$ cat src/rtl/bsg_chip_clk_monitor_counter.sv
// Counts rising edges of one selected asynchronous clock-monitor input over a programmable
// window of clk_i cycles and returns a saturating result through a valid/yumi handshake.
module bsg_chip_clk_monitor_counter #(
   parameter int unsigned els_p          = 8,
   parameter int unsigned lg_els_lp      = (els_p > 1) ? $clog2(els_p) : 1,
   parameter int unsigned window_width_p = 16,
   parameter int unsigned count_width_p  = 16,
   parameter int unsigned sync_stages_p  = 2
) (
   input  logic                      clk_i,
   input  logic                      reset_i,
   input  logic [els_p-1:0]          mon_i,
   input  logic                      start_v_i,
   output logic                      start_ready_o,
   input  logic [lg_els_lp-1:0]      sel_i,
   input  logic [window_width_p-1:0] window_i,
   output logic                      v_o,
   output logic [count_width_p-1:0]  count_o,
   output logic                      overflow_o,
   output logic [lg_els_lp-1:0]      sel_o,
   input  logic                      yumi_i
);

   localparam int unsigned settle_width_lp = $clog2(sync_stages_p + 2);
   localparam int unsigned mux_width_lp    = 1 << lg_els_lp;
   localparam logic [settle_width_lp-1:0] settle_init_lp = settle_width_lp'(sync_stages_p + 1);
   localparam logic [settle_width_lp-1:0] settle_last_lp = settle_width_lp'(1);
   localparam logic [window_width_p-1:0]  win_zero_lp    = '0;
   localparam logic [window_width_p-1:0]  win_last_lp    = window_width_p'(1);

   typedef enum logic [1:0] {StIdle, StSettle, StCount, StDone} state_e;

   state_e                      r_state;
   logic                        r_ready;
   logic                        r_v;
   logic [lg_els_lp-1:0]        r_sel;
   logic [window_width_p-1:0]   r_win_cnt;
   logic [settle_width_lp-1:0]  r_settle;
   logic [count_width_p-1:0]    r_count;
   logic                        r_ovf;
   logic [sync_stages_p-1:0]    r_sync;
   logic                        r_prev;

   logic [mux_width_lp-1:0]     w_mon_pad;
   logic                        w_mon_sel;
   logic                        w_sync_last;
   logic                        w_rise;

   // Indices at or above els_p land on zero padding, so they read as a constant-low source.
   always_comb begin
      w_mon_pad              = '0;
      w_mon_pad[els_p-1:0]   = mon_i;
   end

   assign w_mon_sel   = w_mon_pad[r_sel];
   assign w_sync_last = r_sync[sync_stages_p-1];
   assign w_rise      = w_sync_last & ~r_prev;

   // Synchroniser and edge history run in every state so SETTLE can flush stale contents.
   always_ff @(posedge clk_i) begin
      if (reset_i) begin
         r_sync <= '0;
         r_prev <= 1'b0;
      end else begin
         r_sync <= {r_sync[sync_stages_p-2:0], w_mon_sel};
         r_prev <= w_sync_last;
      end
   end

   always_ff @(posedge clk_i) begin
      if (reset_i) begin
         r_state   <= StIdle;
         r_ready   <= 1'b1;
         r_v       <= 1'b0;
         r_sel     <= '0;
         r_win_cnt <= '0;
         r_settle  <= '0;
         r_count   <= '0;
         r_ovf     <= 1'b0;
      end else begin
         unique case (r_state)
            StIdle: begin
               if (start_v_i) begin
                  r_sel     <= sel_i;
                  r_win_cnt <= window_i;
                  r_count   <= '0;
                  r_ovf     <= 1'b0;
                  r_settle  <= settle_init_lp;
                  r_ready   <= 1'b0;
                  r_state   <= StSettle;
               end
            end
            StSettle: begin
               if (r_settle == settle_last_lp) begin
                  if (r_win_cnt != win_zero_lp) begin
                     r_state <= StCount;
                  end else begin
                     r_v     <= 1'b1;
                     r_state <= StDone;
                  end
               end else begin
                  r_settle <= r_settle - settle_last_lp;
               end
            end
            StCount: begin
               if (w_rise) begin
                  if (&r_count) begin
                     r_ovf <= 1'b1;
                  end else begin
                     r_count <= r_count + 1'b1;
                  end
               end
               if (r_win_cnt == win_last_lp) begin
                  r_v     <= 1'b1;
                  r_state <= StDone;
               end else begin
                  r_win_cnt <= r_win_cnt - win_last_lp;
               end
            end
            StDone: begin
               // Result registers are left intact; only the valid drops.
               if (yumi_i) begin
                  r_v     <= 1'b0;
                  r_ready <= 1'b1;
                  r_state <= StIdle;
               end
            end
            default: r_state <= StIdle;
         endcase
      end
   end

   assign start_ready_o = r_ready;
   assign v_o           = r_v;
   assign count_o       = r_count;
   assign overflow_o    = r_ovf;
   assign sel_o         = r_sel;

endmodule

$ cat config.mk
export PLATFORM = sky130hd
export DESIGN_NAME = bsg_chip_clk_monitor_counter
export DESIGN_NICKNAME = d
export VERILOG_FILES = /design/src/rtl/bsg_chip_clk_monitor_counter.sv
export SDC_FILE = /design/constraint.sdc
export NUM_CORES = 1
export LEC_CHECK = 0
export BUFFER_PORTS_ARGS = -buffer_cell sky130_fd_sc_hd__buf_2
export CAP_MARGIN = 20
export CORE_ASPECT_RATIO = 0.8
export CORE_UTILIZATION = 50
export DETAILED_ROUTE_END_ITERATION = 10
export HOLD_SLACK_MARGIN = 0.1
export PLACE_DENSITY = 0.8
export SYNTH_ARGS = -nofsm -noshare
export SYNTH_HDL_FRONTEND = slang
export SYNTH_SLANG_ARGS = --single-unit
export TNS_END_PERCENT = 30
$ cat constraint.sdc
create_clock -name clk_i -period 3.8 [get_ports clk_i]
set_clock_uncertainty 0.05 [all_clocks]
set_input_delay 0.38 -clock clk_i [delete_from_list [all_inputs] [get_ports clk_i]]
set_output_delay 0.38 -clock clk_i [all_outputs]
set_load 0.02 [all_outputs]
==> insert_results.sql <==
INSERT INTO impl_metrics (metric_group, metric, value, unit) VALUES
('setup_path', 'crit_required', '3970', 'ps'),
('setup_path', 'critical_path_arrival', '3020', 'ps'),
('power', 'power_per_cell_area', '651', 'nW/um^2'),
('route', 'routed-via-count', '2679', ''),
('worst_hold_path', 'hold-path-cell-count', '3', ''),
('place', 'dp_hpwl', '4710', 'microns'),
('grt', 'grt_max_degree', '33', ''),
('setup_path', 'critical_path.max_stage_delay', '520', 'ps'),
('cts', 'cts_repair_resize_count', '0', ''),
('grt', 'grt.total_usage', '24.8', '%'),
('timing', 'final_critical_path_share_of_the_clock_period', '74.9', '%'),
('route', 'postRouteWirelength', '6650', 'microns'),
('yosys', 'synth_top_cell_area_share', '34.0', '%'),
('cts', 'post-cts-setup-buffers', '0', ''),
('timing', 'rsz0062_at_grt', 'false', ''),
('layout', 'finalNetCount', '417', ''),
('flow_run', 'max_cap_viol_count', '0', ''),
('worst_hold_path', 'class_of_the_most_critical_hold_timing_path', 'primary input to register', ''),
('run_status', 'outcome', 'finished clean', ''),
('yosys', 'yosys.cell_count.top_type', 'dfxtp_1', ''),
('yosys', 'asyncSetResetFlopFracSynth', '0', '%'),
('timing', 'max_slew_violations', '0', ''),
('setup_path', 'critical-path-slowest-cell', 'ha_1', ''),
('layout', 'area_delta_synth_final', '13.8', '%'),
('route', 'drtAntennaViolNets', '0', ''),
('cts', 'clock_sink_count', '45', ''),
('timing', 'worstMarginPinSlew', '620', 'ps'),
('cts', 'cts-root-buf', 'clkbuf_8', ''),
('route', 'drt_first_pass_iters', '5', ''),
('layout', 'layout_cells_sized_above_1', '19.6', '%'),
('die', 'std_cell_rows', '23', ''),
('layout', 'multi_input_comb_area', '1620', 'sq um'),
('yosys', 'synth_cell_type_count', '56', ''),
('power', 'vdd_ir_drop_max', '0.000399', 'V'),
('grt', 'vias_in_the_first_global_route', '2404', ''),
('die', 'core_area', '5060', 'sq um'),
('setup_path', 'rr_worst_depth', '7', ''),
('power', 'overall_power_consumption', '1.96', 'mW'),
('cts', 'cts_hold_buffers', '0', ''),
('yosys', 'syn_inst', '333', ''),
('setup_path', 'start_kind', 'register', ''),
('yosys', 'synth-seq-cells', '45', ''),
('cts', 'cts_tree', 'done', ''),
('cts', 'skew_pair_late_insertion_delay', '300', 'ps'),
('place', 'buffer_ports.inserted', '52', ''),
('yosys', 'avgSynthCellArea', '7.96', 'sq um'),
('setup_path', 'critical_path.top_delay_family', 'compound AO/OA/AOI/OAI gates', ''),
('setup_path', 'path_max_fanout', '16', ''),
('layout', 'final-seq-area', '901', 'sq um'),
('route', 'drt-wirelength-per-cell', '15.2', 'microns'),
('yosys', 'synth.top_cells.by_area', 'dfxtp_1, a21oi_1, nor2_1, nand2_1, ha_1', ''),
('power', 'power_leakage', '1.17', 'nW'),
('die', 'area_of_the_die', '5600', 'sq um'),
('grt', 'grt_pass1_wl', '11100', 'microns'),
('place', 'detailed_place.area', '2930', 'sq um'),
('layout', 'antenna-diode-count', '0', ''),
('timing', 'final_sum_of_negative_setup_slack', '0', 'ps'),
('setup_path', 'timing_worst_setup_path_type', 'register to register', ''),
('grt', 'grt_antenna_before_repair', '0', ''),
('layout', 'fin_util', '59.5', '%'),
('yosys', 'syn_nets', '373', ''),
('cts', 'numCtsBuffers', '5', ''),
('yosys', 'yosys-top-cells-count', 'dfxtp_1, nor2_1, a21oi_1, nand2_1, o21ai_0', ''),
('timing', 'setup_violations', '0', ''),
('setup_path', 'setup.worst_path.end_class', 'register', ''),
('yosys', 'post_synthesis_cell_area', '2650', 'sq um'),
('setup_path', 'crit_path_cell_trace', 'inv_1 > ha_1 > mux2i_1 > a2111oi_0 > o211ai_1 > or4_1 > a21oi_1', ''),
('cts', 'number_of_buffers_on_the_longest_clock_path', '2', ''),
('route', 'vias_per_cell', '6.10', ''),
('yosys', 'seq_total_area_yosys', '34.0', '%'),
('timing', 'max_clock_freq', '351', 'MHz');
==> registers in the layout, summed over array words and instances, names as in the netlist <==
register       flops
r_settle           2
r_sync             2
start_ready_o      1
count_o           16
sel_o              3
r_prev             1
r_state            2
overflow_o         1
r_win_cnt         16
v_o                1
==> cell type report <==
type | instances | area share, %
Sequential cell | 45 | 29.9
Clock buffer | 7 | 2.86
Multi-Input combinational cell | 257 | 53.8
Tap cell | 62 | 2.57
Timing Repair Buffer | 54 | 9.13
Inverter | 14 | 1.74
==> worst reg2reg max path, stage by stage, from the launching register on <==
cell	delay, ps
dfxtp_1	350
inv_1	110
ha_1	520
mux2i_1	260
a2111oi_0	460
o211ai_1	380
or4_1	490
a21oi_1	150
==> routing by layer <==
| metal | wire [microns] | global-route usage, % | vias up |
|---|---|---|---|
| met5 | 0 | 0 | - |
| met4 | 86 | 8.84 | 0 |
| met3 | 436 | 5.20 | 11 |
| met2 | 2990 | 40.1 | 104 |
| met1 | 3140 | 33.2 | 1252 |
| li1 | - | - | 1312 |
==> cell families (layout without fill, tap and decap cells) <==
family          Yosys count  count (layout)  share of synthesized area, %
compound gates           95              95                          23.9
xor+xnor                  7               7                          2.31
fa+ha+maj                 9               9                          4.25
buf+inv                  31              75                          4.77
flops                    45              45                          34.0
mux                       6               6                          3.21
simple gates            140             140                          27.6
==> placed cells by master, fill, tap and decap left out, types with 9 or more instances in the layout <==
cell	instances
a21oi_1	31
o21ai_0	18
nor3_1	11
nand3_1	12
dfxtp_1	45
inv_1	14
nand2_1	31
nor2_1	33
buf_2	52
ha_1	9
==> stage by stage <==
stage          worst slack [ps]  cells
3_3_place_gp               1090    432
6_report                    953    439
4_1_cts                     969    439
2_1_floorplan              1430    333
5_1_grt                     620    439
3_5_place_dp                997    432
==> final timing paths <==
kind | from | endpoint | slack (ps)
min | sel_i[1] | sel_o[1] | 250
max reg2reg | r_state[0] | count_o[15] | 950
max | r_state[0] | count_o[15] | 950
min reg2reg | r_sync[0] | r_sync[1] | 410
==> where the power goes <==
part	total, mW	switching, mW	internal, mW
clock	0.308	0.164	0.145
combinational	0.978	0.611	0.367
sequential	0.678	0.111	0.567
total	1.96	0.885	1.08
Note: power is estimated with default switching activity, not from simulation.
